===== src/rtl/id_ex_hazard_stage.sv =====
// ID/EX pipeline register with load-use hazard detection and a counted stall FSM.
// A hazard holds PC and IF/ID and inserts STALL_CYCLES bubbles into EX; flush kills the entering instruction.
module id_ex_hazard_stage #(
  parameter int CTRL_WIDTH   = 8,
  parameter int STALL_CYCLES = 1
) (
  input  logic                  clock,
  input  logic                  reset,
  input  logic                  id_valid,
  input  logic [4:0]            id_rs_id,
  input  logic [4:0]            id_rt_id,
  input  logic                  id_uses_rt,
  input  logic [31:0]           id_rs_value,
  input  logic [31:0]           id_rt_value,
  input  logic [31:0]           id_imm,
  input  logic [4:0]            id_dest_id,
  input  logic [CTRL_WIDTH-1:0] id_ctrl,
  input  logic                  flush,
  output logic                  stall,
  output logic                  ex_valid,
  output logic [31:0]           ex_rs_value,
  output logic [31:0]           ex_rt_value,
  output logic [31:0]           ex_imm,
  output logic [4:0]            ex_rs_id,
  output logic [4:0]            ex_rt_id,
  output logic [4:0]            ex_dest_id,
  output logic [CTRL_WIDTH-1:0] ex_ctrl
);

  typedef enum logic {
    RUN,
    STALL
  } state_t;

  localparam logic [2:0] STALL_INIT = 3'(STALL_CYCLES - 1);
  localparam bit         MULTI      = (STALL_CYCLES > 1);

  state_t     state;
  logic [2:0] cnt;
  logic       hazard;
  logic       bubble;

  // A bubble in EX has ex_valid=0, so it can never be the source of a hazard.
  assign hazard = ex_valid && ex_ctrl[1] && (ex_dest_id != 5'd0) && id_valid &&
                  ((ex_dest_id == id_rs_id) || (id_uses_rt && (ex_dest_id == id_rt_id)));

  // NOTE: every signal assigned in always_comb gets a default first so no latch is inferred.
  always_comb begin
    stall = 1'b0;
    if (!reset && !flush) begin
      stall = (state == STALL) || hazard;
    end
  end

  assign bubble = flush || stall;

  // NOTE: state uses non-blocking assignments so every register samples pre-edge values;
  // all registers here are plain flops (no memory array), so each is reset explicitly.
  always_ff @(posedge clock) begin
    if (reset) begin
      state       <= RUN;
      cnt         <= 3'd0;
      ex_valid    <= 1'b0;
      ex_rs_value <= '0;
      ex_rt_value <= '0;
      ex_imm      <= '0;
      ex_rs_id    <= '0;
      ex_rt_id    <= '0;
      ex_dest_id  <= '0;
      ex_ctrl     <= '0;
    end else begin
      if (bubble) begin
        ex_valid    <= 1'b0;
        ex_rs_value <= '0;
        ex_rt_value <= '0;
        ex_imm      <= '0;
        ex_rs_id    <= '0;
        ex_rt_id    <= '0;
        ex_dest_id  <= '0;
        ex_ctrl     <= '0;
      end else begin
        ex_valid    <= id_valid;
        ex_rs_value <= id_rs_value;
        ex_rt_value <= id_rt_value;
        ex_imm      <= id_imm;
        ex_rs_id    <= id_rs_id;
        ex_rt_id    <= id_rt_id;
        ex_dest_id  <= id_dest_id;
        ex_ctrl     <= id_ctrl;
      end

      unique case (state)
        RUN: begin
          // With a single bubble the EX bubble itself clears the hazard, so RUN suffices.
          if (!flush && hazard && MULTI) begin
            state <= STALL;
            cnt   <= STALL_INIT;
          end
        end
        STALL: begin
          if (flush) begin
            state <= RUN;
            cnt   <= 3'd0;
          end else begin
            cnt <= cnt - 3'd1;
            if (cnt == 3'd1) state <= RUN;
          end
        end
        default: begin
          state <= RUN;
          cnt   <= 3'd0;
        end
      endcase
    end
  end

endmodule

===== config.mk =====
export PLATFORM = sky130hd
export DESIGN_NAME = id_ex_hazard_stage
export DESIGN_NICKNAME = d
export VERILOG_FILES = /design/src/rtl/id_ex_hazard_stage.sv
export SDC_FILE = /design/constraint.sdc
export NUM_CORES = 1
export LEC_CHECK = 0
export BUFFER_PORTS_ARGS = -buffer_cell sky130_fd_sc_hd__buf_2
export CAP_MARGIN = 15
export CELL_PAD_IN_SITES_DETAIL_PLACEMENT = 1
export CELL_PAD_IN_SITES_GLOBAL_PLACEMENT = 1
export CORE_AREA = 2 2 119 121
export DETAILED_ROUTE_END_ITERATION = 6
export DIE_AREA = 0 0 121 123
export GPL_TIMING_DRIVEN = 0
export PLACE_DENSITY_LB_ADDON = 0.1
export RECOVER_POWER = 50
export SYNTH_ARGS = -nofsm -noshare
export SYNTH_HDL_FRONTEND = slang
export SYNTH_SLANG_ARGS = --single-unit
export TNS_END_PERCENT = 20

===== constraint.sdc =====
create_clock -name clock -period 2.1 [get_ports clock]
set_input_delay 0.42 -clock clock [delete_from_list [all_inputs] [get_ports clock]]
set_output_delay 0.42 -clock clock [all_outputs]
set_load 0.1 [all_outputs]

== Yosys cells after proc, flatten, opt, wreduce, memory -nomap -nowiden ==
Index checks and enable logic that the tools add are counted.
Storage, ports and cells
  input port bits: 124
  ROM bits: 0
  bits in latches: 0
  memories: 0
  RAM bits: 0
  flip-flop bits (word level): 124
Operators by class
  mux-type cells: 3
  reduce and logical (&&, ||, !) cells: 14
  $mul: 0
  bitwise operators: 1
  $lt $le $gt $ge: 0
  div/mod/pow operators: 0
  add/sub/neg operators: 1
  equality and inequality tests: 3
  shifts and indexed selects: 0
Operators with widths (count)
  equality test 5 bit: 2
  logical AND 1 bit: 6
  nonzero test 5 bit: 1
  equality test 3 x 1 -> 1 bit (second input constant): 1
  logical OR 1 bit: 3
  two-way mux 3 bit: 1
  OR reduction 3 bit: 1
  subtractor 3 x 1 -> 3 bit (second input constant): 1
  logical NOT 1 bit: 2
  two-way mux 1 bit: 2
  OR reduction 2 bit: 1
  inverter 1 bit: 1

== Longest topological paths before layout ==
  depth in word-level cells: 8
  gate-level depth with buffers: 6
  gate-level depth less buffers: 5

== Least setup slack after synthesis ==
Ideal clock, no wire load.
  path type: reg2out
  start: register ex_dest_id[4]
  end: output stall
  path slack: -0.498 ns
  data arrival time: 2.178 ns
  buffers on the path: 1
  stages on the path, launching flop included: 6
  cells stage by stage: dfxtp_1 > xnor2_1 > nand3_1 > o22ai_2 > buf_4 > a31o_2
Between the ends
  cells in the longest elaborated chain, start to end: 6
  elaborated cells on any way between the ends: 10
  classes of those cells: eq/ne (2); mux (1); reduce/logical (7)
Ends and longest elaborated chain
  start: declaration: line 26  | output logic [4:0] ex_dest_id,
  start signal: assignment: line 88  | ex_dest_id <= id_dest_id;
  equality test 5 bit / nonzero test 5 bit (equally long branches): line 45, 44
  logical AND 1 bit (on tied branches): line 45, 44
  logical OR 1 bit / logical AND 1 bit (equally long branches): line 45, 44
  logical AND 1 bit *: line 44  | assign hazard = ex_valid && ex_ctrl[1] && (ex_dest_id != 5'd0) && id_valid &&
  logical OR 1 bit *: line 51  | stall = (state == STALL) || hazard;
  two-way mux 1 bit *: line 50  | if (!reset && !flush) begin
  end: declaration: line 19  | output logic stall,
Mark *: on every way between the ends. The rest lies on a longest branch, timed or not.

== Worst setup path in the final report ==
  start: register ex_dest_id[2]
  end: output stall
The elaborated chain is that of the path after synthesis.

==> run summary <==
The run finished, with violations left. For this design the top-level I/O count stands at 245. At the pin with the least slew margin, the transition time is 519 ps.

Summing internal, switching and leakage power gives 6.52 mW. The global-route wire length before repair was 22200 microns. After technology mapping, the gate count stands at 454.

The pre-antenna-repair detailed-routing pass consisted of 4 iterations. Across every metal layer, demand over resource in global routing totals 19.5%. Of the cells placed in the final design, the portion with a size suffix greater than 1 is 44.9%.

For the cts-stage hold buffer count, the log shows 0. Summed over all nets, the switching power comes to 1.91 mW. The count of input and output buffers came out at 244. Traced cell by cell, the critical path runs through xnor2_2 -> nand4_1 -> o22ai_4 -> buf_8 -> a31o_4 -> buf_12. The logs give 878 for the count of placed standard cells including taps and 0.00451 sq mm for the post-synthesis instance area. Entering global routing, the biggest net connects 17 pins. The tree is rooted in a sky130_fd_sc_hd__clkbuf_16. In this run, distinct cell masters in the synthesized netlist total 21. Among cell families on the critical path, the largest total delay comes from flip-flops. The total DRC errors in the routed layout is 0. The final setup slack of the worst path was -48.4 ps; the net switching share of the total power was 29.3%. The worst register-to-register path has a depth of 7. Leaving out filler cells and counting taps, the final layout contains 913. The worst hold path belongs to the class in2reg. The number of DRC markers in iteration 0 was 154. Dividing total power by cell area gives a power density of 969 mW/mm^2. The maximum level of the CTS H-tree came out at 4.

The checks that failed: negative setup slack. Fmax: 0.465 GHz. At the worst endpoint, the required time is 1680 ps. Summed over all cells, the static leakage comes to 3.21 nW.

STA classifies the critical path startpoint as a flip-flop. For the source-to-sink clock delay at the later pin of the worst-skew pair, the log shows 410 ps. The worst-case IR drop observed on VDD is 0.478 mV. TritonCTS built the clock tree. The overall via count from detail_route is 4301. Number of warning messages in the yosys log: 0. The total overflow left after global routing is 0. The final estimated routing congestion in global placement was 0.767.

Cell internal power was estimated by the tool at 4.61 mW. In this run the worst path has a maximum fanout of 4. Data arrives at the worst endpoint at 1730 ps. The count of final max-slew check failures was 0.

Clock tree synthesis found a total of 124 sinks. The clock arrives with 8.15 ps of skew. The tightest slew margin relative to the limit is 65.6%. The die boundary height was 123 microns. For the number of buffers on the longest clock path, the log shows 2.

A synthesized cell averages 9.92 sq um. The core outline area is 0.0136 sq mm, and the post-detailed-route count of antenna-violating nets is 0. Library cell contributing the largest single delay on the critical path: sky130_fd_sc_hd__dfxtp_4. From synthesis to final layout, the design area changed by 49.3%. The worst setup path is captured at an output pin. The floorplan has 43 rows.

The number of setup violations in the final report came out at 1. Dividing the detail-routed via count by the number of cells gives 4.71. The total clock buffers created by CTS was 17.

Setup repair after global routing could not meet its margin everywhere. The initial core utilization was 33.1%; the post-route clock period utilization was 102%. For this block, the routed nets add up to 14600 microns of wire. The clock network is responsible for 44.6% of the overall power. The total of max-cap violations is 0. Per report_power, the sequential group accounts for 38.0% of the total. The final net count was 845; the routed wirelength normalized by instance count was 16.0 microns. Sequential cells were found to cover 55.1% of the synthesized design area. The worst path needs 2150 ps of the cycle, external delays included. The die outline width works out to 121 microns.

Counting buffers and inverters, the worst setup path is 6 cells deep. Flop and latch count out of synthesis: 124. Kind of critical path: reg2out. After filler insertion, the fill cell instance count of the layout stands at 1610. The number of buffers and inverters on the critical path is 2. The number of hold violations in the final report is 0, and the area of the die is 0.0149 sq mm.

The post-route setup TNS is -48.4 ps. The number of nets in the synthesized netlist is 580. The largest single stage delay on the critical path is 400 ps.

Number of antenna violations at the first check in global routing: 2. The logs give 4385 for the via count of the first global-routing pass and 10800 microns for the estimated wirelength of the detail-placed design. Along the worst hold path, the cell count comes to 2. The clock transition at the registers of the reported paths is 50 ps, and the combinational share of power is 17.4%.
==> power groups by stage <==
stage	registers (mW)	clock network [mW]	logic (mW)
floorplan	3.20	0	0.171
global placement	2.52	0	1.10
detailed placement	2.52	0	1.11
CTS	2.47	2.98	1.13
global route	2.48	3.10	1.19
finish	2.47	2.91	1.13
==> sequential cells by signal (all words and copies together) (netlist names), 3 cells and up <==
register / cells
ex_imm: 32
ex_rs_value: 32
ex_rt_value: 32
ex_ctrl: 8
ex_dest_id: 5
ex_rs_id: 5
ex_rt_id: 5
cnt: 3
==> metrics by stage <==
step / util [%] / area [sq um] / hold slack (ps) / setup slack, ps
after detailed placement: 43.9 / 5970 / 470 / -307
after floorplan: - / 4520 / 449 / 0.881
after global routing: 49.4 / 6730 / 215 / -121
after global placement: 43.9 / 5970 / 472 / -278
final: 49.4 / 6730 / 217 / -48.4
after CTS: 49.1 / 6680 / 199 / -60.3
==> kinds of logic after synthesis <==
family / Yosys count / synth area share (%)
adders and majority gates: 2 / 0.555
buffers and inverters: 55 / 6.08
AOI/OAI and AO/OA: 126 / 14.3
and+or+nand+nor: 135 / 21.6
xor gates and xnor gates: 10 / 1.94
muxes: 2 / 0.444
DFF: 124 / 55.1
==> metal layers <==
metal | GRT usage (%) | vias up | part of all wire (%)
li1 | - | 2118 | -
met1 | 22.8 | 2007 | 41
met2 | 31.4 | 151 | 48
met3 | 7.61 | 25 | 8.5
met4 | 9.59 | 0 | 2.5
met5 | 0 | - | 0
==> timing repair <==
action	4_1_cts	5_1_grt
setup buffers	2	0
setup endpoints to repair	1	1
gates resized for setup	22	5
pin swaps	8	2
==> synth_stat cells, drive strengths merged <==
master,count,area share [%]
nand3,2,0.22
a21boi,1,0.17
nand4,1,0.14
o21ai,1,0.11
a31o,1,0.19
clkbuf,20,1.7
nor3,1,0.11
buf,32,4.2
nor4bb,1,0.22
nand3b,120,20
and2,1,0.14
nor2,7,0.58
inv,3,0.25
xnor2,10,1.9
o22ai,1,0.28
a21oi,122,14
mux2i,2,0.44
dfxtp,124,55
nand2,2,0.17
ha,2,0.56
==> path summary, 6_finish.rpt <==
check,from,to,slack (ps)
worst min-delay path,reset,cnt[2]$_SDFFE_PP0P_,220
worst max-delay path,ex_dest_id[2]$_SDFF_PP0_,stall,-50
worst min register to register,cnt[2]$_SDFFE_PP0P_,state$_SDFF_PP0_,460
worst max register to register,ex_dest_id[2]$_SDFF_PP0_,ex_imm[7]$_SDFF_PP0_,450
==> final cells by class <==
type	instances	area (sq um)	share of cell area (%)
Multi-Input combinational cell	275	1850	27.6
Sequential cell	124	2500	37.2
Inverter	3	11.3	0.167
Tap cell	180	225	3.35
Timing Repair Buffer	246	1250	18.6
Buffer	52	278	4.13
Clock buffer	25	515	7.67
Antenna cell	2	5.00	0.0744
Clock inverter	6	82.6	1.23
==> layout by cell type, fill, tap and decap left out, types with 2 or more instances in the layout <==
master,netlist,final
sky130_fd_sc_hd__dfxtp_4,0,4
sky130_fd_sc_hd__a21oi_1,122,121
sky130_fd_sc_hd__xnor2_1,10,3
sky130_fd_sc_hd__diode_2,0,2
sky130_fd_sc_hd__buf_2,21,264
sky130_fd_sc_hd__xnor2_4,0,2
sky130_fd_sc_hd__clkbuf_8,0,6
sky130_fd_sc_hd__inv_1,3,3
sky130_fd_sc_hd__xnor2_2,0,5
sky130_fd_sc_hd__buf_4,11,11
sky130_fd_sc_hd__mux2i_1,2,2
sky130_fd_sc_hd__dfxtp_1,124,116
sky130_fd_sc_hd__nor2_1,7,7
sky130_fd_sc_hd__nand2_1,2,2
sky130_fd_sc_hd__dfxtp_2,0,4
sky130_fd_sc_hd__clkinv_2,0,3
sky130_fd_sc_hd__nand3b_1,120,120
sky130_fd_sc_hd__bufinv_16,0,2
sky130_fd_sc_hd__clkbuf_16,0,17
sky130_fd_sc_hd__clkbuf_1,20,21
sky130_fd_sc_hd__ha_1,2,2
(Power assumes the default switching activity.)
